[config.mk]
export PLATFORM = sky130hd
export DESIGN_NAME = n1_prog_loader
export DESIGN_NICKNAME = d
export VERILOG_FILES = /design/src/rtl/n1_pkg.sv /design/src/rtl/n1_img_checksum.sv /design/src/rtl/n1_prog_loader.sv
export SDC_FILE = /design/constraint.sdc
export NUM_CORES = 1
export LEC_CHECK = 0
export CAP_MARGIN = 20
export CELL_PAD_IN_SITES_DETAIL_PLACEMENT = 0
export CELL_PAD_IN_SITES_GLOBAL_PLACEMENT = 1
export CORE_AREA = 2 2 102 104
export CTS_CLUSTER_DIAMETER = 200
export DETAILED_ROUTE_END_ITERATION = 6
export DIE_AREA = 0 0 104 106
export PLACE_DENSITY_LB_ADDON = 0.1
export SYNTH_ARGS = -nofsm -noshare
export SYNTH_HDL_FRONTEND = slang
export SYNTH_SLANG_ARGS = --single-unit
[constraint.sdc]
create_clock -name i_clk -period 2.5 [get_ports i_clk]
set_input_delay 0.5 -clock i_clk [delete_from_list [all_inputs] [get_ports i_clk]]
set_output_delay 0.5 -clock i_clk [all_outputs]
set_load 0.02 [all_outputs]
[src/rtl/n1_pkg.sv]
// Shared constants, loader state encoding and the ui_in packing helper for the
// n1 program loader.
package n1_pkg;

  localparam int RAM_BYTES_DEFAULT = 128;
  localparam int ADDR_BITS_DEFAULT = $clog2(RAM_BYTES_DEFAULT);
  localparam int WR_EN_BIT         = 7;

  typedef enum logic [2:0] {
    ST_IDLE,
    ST_WRITE,
    ST_READ,
    ST_CHECK,
    ST_RUN,
    ST_FAIL
  } loader_state_t;

  // Bit WR_EN_BIT carries the write strobe; the address sits in the low bits.
  function automatic logic [7:0] packUi(input logic wrEn, input logic [WR_EN_BIT-1:0] addr);
    logic [7:0] v;
    v = '0;
    v[WR_EN_BIT] = wrEn;
    v[WR_EN_BIT-1:0] = addr;
    return v;
  endfunction

endpackage

[src/rtl/n1_img_checksum.sv]
// Running mod-256 sum and xor over a byte stream; one instance checks what was
// written, another checks what was read back.
module n1_img_checksum (
  input  logic       i_clk,
  input  logic       i_rst_n,
  input  logic       i_clr,
  input  logic       i_en,
  input  logic [7:0] i_byte,
  output logic [7:0] o_sum,
  output logic [7:0] o_xor
);

  logic [7:0] r_sum;
  logic [7:0] r_xor;

  always_ff @(posedge i_clk or negedge i_rst_n) begin
    if (!i_rst_n) begin
      r_sum <= '0;
      r_xor <= '0;
    end else if (i_clr) begin
      r_sum <= '0;
      r_xor <= '0;
    end else if (i_en) begin
      r_sum <= r_sum + i_byte;
      r_xor <= r_xor ^ i_byte;
    end
  end

  assign o_sum = r_sum;
  assign o_xor = r_xor;

endmodule

[src/rtl/n1_prog_loader.sv]
// Host-side loader for the n1 reset-time program port: writes an image into the
// target RAM, reads it back, and releases the target only if the checksums agree.
module n1_prog_loader
  import n1_pkg::*;
#(
  parameter int RAM_BYTES = RAM_BYTES_DEFAULT,
  parameter int ADDR_BITS = $clog2(RAM_BYTES)
) (
  input  logic               i_clk,
  input  logic               i_rst_n,
  input  logic               i_start,
  input  logic [ADDR_BITS:0] i_img_len,
  input  logic               i_img_valid,
  input  logic [7:0]         i_img_data,
  output logic               o_img_ready,
  output logic               o_tgt_rst_n,
  output logic [7:0]         o_tgt_ui_in,
  output logic [7:0]         o_tgt_uio_in,
  input  logic [7:0]         i_tgt_uo_out,
  output logic               o_busy,
  output logic               o_done,
  output logic               o_err
);

  localparam logic [ADDR_BITS:0] LEN_MAX = (ADDR_BITS+1)'(RAM_BYTES);
  localparam logic [ADDR_BITS:0] ONE     = (ADDR_BITS+1)'(1);

  loader_state_t      r_state, w_stateNext;
  logic [ADDR_BITS:0] r_len, w_lenNext;
  logic [ADDR_BITS:0] r_addr, w_addrNext;
  logic [7:0]         r_tgtUi, w_tgtUiNext;
  logic [7:0]         r_tgtUio, w_tgtUioNext;
  logic               r_tgtRstN, w_tgtRstNNext;
  logic               r_imgReady, w_imgReadyNext;
  logic               r_busy, w_busyNext;
  logic               r_done, w_doneNext;
  logic               r_err, w_errNext;
  logic [1:0]         r_rdVld, w_rdVldNext;

  logic               w_startAcc, w_beat, w_lastBeat, w_issue, w_rdFold, w_match;
  logic [ADDR_BITS:0] w_lenMin;
  logic [7:0]         w_wrSum, w_wrXor, w_rdSum, w_rdXor;

  assign w_startAcc = i_start && (r_state == ST_IDLE || r_state == ST_RUN || r_state == ST_FAIL);
  assign w_lenMin   = (i_img_len > LEN_MAX) ? LEN_MAX : i_img_len;
  assign w_beat     = (r_state == ST_WRITE) && r_imgReady && i_img_valid;
  assign w_lastBeat = w_beat && (r_addr == r_len - ONE);
  assign w_issue    = (r_state == ST_READ) && (r_addr != r_len);
  assign w_rdFold   = (r_state == ST_READ) && r_rdVld[1];
  assign w_match    = (w_rdSum == w_wrSum) && (w_rdXor == w_wrXor);

  // Readback counter runs to len; only addresses below len reach the pins.
  always_comb begin
    w_stateNext    = r_state;
    w_lenNext      = r_len;
    w_addrNext     = r_addr;
    w_tgtUiNext    = r_tgtUi;
    w_tgtUioNext   = r_tgtUio;
    w_tgtRstNNext  = r_tgtRstN;
    w_imgReadyNext = r_imgReady;
    w_busyNext     = r_busy;
    w_doneNext     = r_done;
    w_errNext      = r_err;
    w_rdVldNext    = r_rdVld;
    case (r_state)
      ST_IDLE, ST_RUN, ST_FAIL: begin
        if (w_startAcc) begin
          w_stateNext    = ST_WRITE;
          w_lenNext      = w_lenMin;
          w_addrNext     = '0;
          w_tgtUiNext    = '0;
          w_tgtRstNNext  = 1'b0;
          w_imgReadyNext = (w_lenMin != '0);
          w_busyNext     = 1'b1;
          w_doneNext     = 1'b0;
          w_errNext      = 1'b0;
          w_rdVldNext    = '0;
        end
      end
      ST_WRITE: begin
        if (r_len == '0) begin
          w_stateNext   = ST_RUN;
          w_tgtRstNNext = 1'b1;
          w_doneNext    = 1'b1;
          w_busyNext    = 1'b0;
        end else if (w_beat) begin
          w_tgtUiNext  = packUi(1'b1, 7'(r_addr[ADDR_BITS-1:0]));
          w_tgtUioNext = i_img_data;
          if (w_lastBeat) begin
            w_imgReadyNext = 1'b0;
            w_addrNext     = '0;
            w_stateNext    = ST_READ;
          end else begin
            w_addrNext = r_addr + ONE;
          end
        end else begin
          w_tgtUiNext[WR_EN_BIT] = 1'b0;
        end
      end
      ST_READ: begin
        w_tgtUiNext[WR_EN_BIT] = 1'b0;
        if (w_issue) begin
          w_tgtUiNext = packUi(1'b0, 7'(r_addr[ADDR_BITS-1:0]));
          w_addrNext  = r_addr + ONE;
        end
        w_rdVldNext = {r_rdVld[0], w_issue};
        if (!w_issue && !r_rdVld[0] && r_rdVld[1]) begin
          w_stateNext = ST_CHECK;
        end
      end
      ST_CHECK: begin
        w_busyNext = 1'b0;
        if (w_match) begin
          w_stateNext   = ST_RUN;
          w_tgtUiNext   = '0;
          w_tgtRstNNext = 1'b1;
          w_doneNext    = 1'b1;
        end else begin
          w_stateNext = ST_FAIL;
          w_errNext   = 1'b1;
        end
      end
      default: w_stateNext = ST_IDLE;
    endcase
  end

  always_ff @(posedge i_clk or negedge i_rst_n) begin
    if (!i_rst_n) begin
      r_state    <= ST_IDLE;
      r_len      <= '0;
      r_addr     <= '0;
      r_tgtUi    <= '0;
      r_tgtUio   <= '0;
      r_tgtRstN  <= 1'b0;
      r_imgReady <= 1'b0;
      r_busy     <= 1'b0;
      r_done     <= 1'b0;
      r_err      <= 1'b0;
      r_rdVld    <= '0;
    end else begin
      r_state    <= w_stateNext;
      r_len      <= w_lenNext;
      r_addr     <= w_addrNext;
      r_tgtUi    <= w_tgtUiNext;
      r_tgtUio   <= w_tgtUioNext;
      r_tgtRstN  <= w_tgtRstNNext;
      r_imgReady <= w_imgReadyNext;
      r_busy     <= w_busyNext;
      r_done     <= w_doneNext;
      r_err      <= w_errNext;
      r_rdVld    <= w_rdVldNext;
    end
  end

  n1_img_checksum u_wrSum (
    .i_clk   (i_clk),
    .i_rst_n (i_rst_n),
    .i_clr   (w_startAcc),
    .i_en    (w_beat),
    .i_byte  (i_img_data),
    .o_sum   (w_wrSum),
    .o_xor   (w_wrXor)
  );

  n1_img_checksum u_rdSum (
    .i_clk   (i_clk),
    .i_rst_n (i_rst_n),
    .i_clr   (w_startAcc),
    .i_en    (w_rdFold),
    .i_byte  (i_tgt_uo_out),
    .o_sum   (w_rdSum),
    .o_xor   (w_rdXor)
  );

  assign o_img_ready  = r_imgReady;
  assign o_tgt_rst_n  = r_tgtRstN;
  assign o_tgt_ui_in  = r_tgtUi;
  assign o_tgt_uio_in = r_tgtUio;
  assign o_busy       = r_busy;
  assign o_done       = r_done;
  assign o_err        = r_err;

endmodule
==> tab_implementation.tex <==
\begin{tabular}{lr}
\hline
Metric & Value \\
\hline
\multicolumn{2}{l}{\textbf{Placement}} \\
\quad Placed Instances & $\sim$630 \\
\quad Final Wtd Congestion & 0.781 \\
\quad DPL Wire Length & just over 7 mm \\
\quad Number of buffers inserted by port buffering & 48 \\
\multicolumn{2}{l}{\textbf{Synthesis}} \\
\quad Post-synthesis async set-or-reset flop share & 100\% \\
\quad Number of flops mapped to enable cells by yosys & 0 \\
\quad Top flip-flop cell by instance count after synthesis & dfrtp\_1 \\
\quad Distinct cell type count of the synthesized netlist & 57 \\
\quad Syn\_area\_per\_cell & about 9.5 um2 \\
\quad Yosys Warn Count & 0 \\
\quad Register bit total from synthesis & 73 \\
\quad Synth Instances & 433 \\
\quad Area of the mapped netlist & 4130 um2 \\
\quad Mapped Nets & 479 \\
\quad Sequential element share of the synthesized area & 44.2\% \\
\multicolumn{2}{l}{\textbf{Pwr}} \\
\quad Worst vdd ir & 0.000497 V \\
\quad Leakage power & 2.34 nW \\
\quad Overall power consumption & 4.95 mW \\
\quad PD cells & 971 nW/um2 \\
\multicolumn{2}{l}{\textbf{STA}} \\
\quad Relative max-transition margin & 63.6\% \\
\quad Setup repair after global routing missed its margin & no \\
\quad Number of pins exceeding their max-slew limit in the final report & 0 \\
\quad Worst Max-Slew Pin Slew & 539 ps \\
\quad Final Critical Period & 2340 ps \\
\quad Setup violations, final & 0 \\
\quad Share of the clock period used by the worst path & 93.5\% \\
\quad Endpoints failing hold & 0 \\
\quad Setup clock skew after layout & 11.9 ps \\
\quad Achievable frequency & 0.428 GHz \\
\multicolumn{2}{l}{\textbf{Drt}} \\
\quad WL/cell & around 15 um \\
\quad Starting DRC count in detailed routing & 68 \\
\quad Antenna-violating nets left & 0 \\
\quad Via count & 3253 \\
\quad Final routed wirelength across all metal layers & 9.66 mm \\
\quad Vias per inst & 5.07 \\
\quad Drc violations & 0 \\
\quad First-pass detailed-route iteration total & 4 \\
\multicolumn{2}{l}{\textbf{Floorplanning}} \\
\quad Core Box Area & approximately 10000 um2 \\
\quad Row count & 37 \\
\quad IO Pins & 49 \\
\quad Die width & between 100 and 150 um \\
\quad Initial core utilization & 41.3\% \\
\quad Die height & $\sim$110 um \\
\quad Die area & 11000 um2 \\
\multicolumn{2}{l}{\textbf{Layout}} \\
\quad Final net count & about 550 \\
\quad Number of antenna repair diodes & 0 \\
\quad Share of layout cells above drive strength 1 & 11.9\% \\
\quad Layout Cells excl Fill & 642 \\
\quad Syn-to-layout area delta & 23.3\% \\
\quad End-of-flow core utilization & 50.9\% \\
\multicolumn{2}{l}{\textbf{Worst setup path}} \\
\quad Startpoint of the worst register-to-register path & r\_len[0] \\
\quad Critical Path Source Type & register \\
\quad Setup slack of the worst register-to-register path & 160 ps \\
\quad Worst Setup End Kind & register \\
\quad CP max FO & 4 \\
\quad End of the worst register-to-register path & r\_state[0] \\
\quad CP Data Required Time & 2730 ps \\
\quad Arrival time at the worst endpoint & 2570 ps \\
\quad Number of cells on the worst reg-to-reg path & 8 \\
\quad Critical Setup Path Class & register to register \\
\multicolumn{2}{l}{\textbf{GRT}} \\
\quad Overflow left after global routing & 0 \\
\quad Gr usage total & between 10\% and 20\% \\
\quad Largest net degree at the start of global routing & between 70 and 80 \\
\quad Via count of the first global-routing pass & 3311 \\
\quad Initial antenna violation count & 0 \\
\quad First-pass GRT wire length & 16.5 mm \\
\multicolumn{2}{l}{\textbf{Clock tree}} \\
\quad Buffer levels on the longest clock path & 2 \\
\quad Clock buffers created by TritonCTS & 9 \\
\quad Num Clock Sinks & 73 \\
\quad Clock latency at the later pin of the worst-skew pair & 350 ps \\
\quad Clock tree from TritonCTS & yes \\
\quad Deepest level of the CTS H-tree & 3 \\
\quad Hold-fix buffer count after cts & 0 \\
\quad Clock-pin slew on the worst setup and hold paths & 90 ps \\
\quad Clock root buffer & clkbuf\_8 \\
\multicolumn{2}{l}{\textbf{Outcome}} \\
\quad Run status & finished, final reports clean \\
\multicolumn{2}{l}{\textbf{Flow run}} \\
\quad Number of max-cap violations & 0 \\
\multicolumn{2}{l}{\textbf{Hold path}} \\
\quad Hold Crit Class & input port to async pin \\
\hline
\end{tabular}
## cells in the mapped netlist, types with 2 or more instances
cell type / number / area (um2)
a21oi_1: 12 / 60.1
inv_1: 15 / 56.3
nand3b_1: 8 / 60.1
nand2_1: 54 / 203
fa_1: 2 / 40.0
mux2_2: 7 / 78.8
mux2i_1: 5 / 50.1
o41ai_1: 2 / 17.5
nor4_1: 9 / 56.3
o21a_1: 4 / 30.0
buf_2: 2 / 10.0
clkbuf_1: 12 / 45.0
a211oi_1: 2 / 15.0
and2_1: 4 / 25.0
nor2b_1: 4 / 25.0
ha_1: 16 / 200
nand4_1: 5 / 31.3
dfrtp_1: 73 / 1830
and3_1: 3 / 18.8
xor2_1: 36 / 315
xnor2_1: 19 / 166
nor2_1: 44 / 165
o21ai_1: 2 / 10.0
o21ai_0: 19 / 95.1
a22o_1: 8 / 70.1
nand3_1: 20 / 100
buf_1: 2 / 7.51
nor3_1: 6 / 30.0
a21boi_0: 4 / 30.0
o31ai_1: 4 / 30.0
nand2b_1: 4 / 25.0
## power by group
| part | total, mW | internal, mW | switching (mW) |
|---|---|---|---|
| combinational | 2.31 | 1.11 | 1.20 |
| clock | 0.833 | 0.378 | 0.455 |
| sequential | 1.80 | 1.49 | 0.311 |
## through the flow
stage	worst slack, ps	cell area (um2)	setup TNS, ps	hold WS, ps
after floorplan	256	4130	0	204
after global placement	-146	4920	-337	471
after detailed placement	-191	4920	-535	477
after CTS	162	5090	0	180
after global routing	11.0	5090	0	188
final	163	5090	0	162
## layout make-up
| type | instances | area [um2] |
|---|---|---|
| Sequential cell | 73 | 1830 |
| Clock inverter | 5 | 32.5 |
| Tap cell | 136 | 170 |
| Timing Repair Buffer | 75 | 691 |
| Multi-Input combinational cell | 328 | 2180 |
| Clock buffer | 10 | 138 |
| Inverter | 15 | 56.3 |
| Fill cell | 966 | 4910 |
## layer usage
layer | part of all wire [%] | vias to the layer above | GRT usage, %
met2 | 50 | 50 | 32.0
met5 | 0 | - | 0
met1 | 46 | 1554 | 23.7
li1 | - | 1632 | -
met3 | 2.4 | 17 | 3.07
met4 | 2.3 | 0 | 8.40
## registers in the layout (all words and copies together) (netlist names)
register       cells
o_tgt_ui_in        8
o_tgt_uio_in       8
r_addr             8
r_len              8
u_rdSum.o_sum      8
u_rdSum.o_xor      8
u_wrSum.o_sum      8
u_wrSum.o_xor      8
r_state            3
r_rdVld            2
o_busy             1
o_done             1
o_err              1
o_img_ready        1
## logic make-up after synthesis
logic type / after synthesis / synth area share [%]
muxes: 12 / 3.12
DFF: 73 / 44.2
buffers and inverters: 32 / 3.06
AOI/OAI and AO/OA: 70 / 11.5
xor gates and xnor gates: 56 / 12.1
adders and majority gates: 18 / 5.82
and+or+nand+nor: 172 / 20.3
## cells in the final DEF, fill, tap and decap left out, types with 5 or more instances in the layout
master / n
nor2_1: 43
clkdlybuf4s50_1: 47
xnor2_1: 19
dfrtp_1: 73
xor2_1: 36
a21oi_1: 12
nor4_1: 9
ha_1: 16
nand3_1: 20
nand4_1: 5
nand3b_1: 8
clkbuf_8: 10
mux2i_1: 5
a22o_1: 8
inv_1: 15
mux2_2: 7
nand2_1: 54
nor3_1: 6
o21ai_0: 19
buf_4: 26
## worst max-delay path: stages, from the launching register on
cell and delay [ps]:
dfrtp_1 380, inv_1 70, ha_1 150, or3b_1 390, or3_4 360, xnor2_2 180, o2111ai_2 190, nor2b_1 200
a311o_1 310
## how the worst max path moves through the flow
stage | from | end | cells after the start
2_1_floorplan | r_len[0] | r_state[0] | 8
3_3_place_gp | i_tgt_uo_out[0] | u_rdSum.o_sum[6] | 10
3_5_place_dp | i_tgt_uo_out[0] | u_rdSum.o_sum[6] | 10
4_1_cts | r_len[0] | r_state[0] | 8
5_1_grt | i_tgt_uo_out[0] | u_rdSum.o_sum[6] | 10
6_report | r_len[0] | r_state[0] | 8
## what timing repair did
item	in CTS	in global routing
gates resized for setup	0	1
hold endpoints to repair	0	0
endpoints found under the setup margin	0	1
buffers inserted	0	0
(Power assumes the default switching activity.)
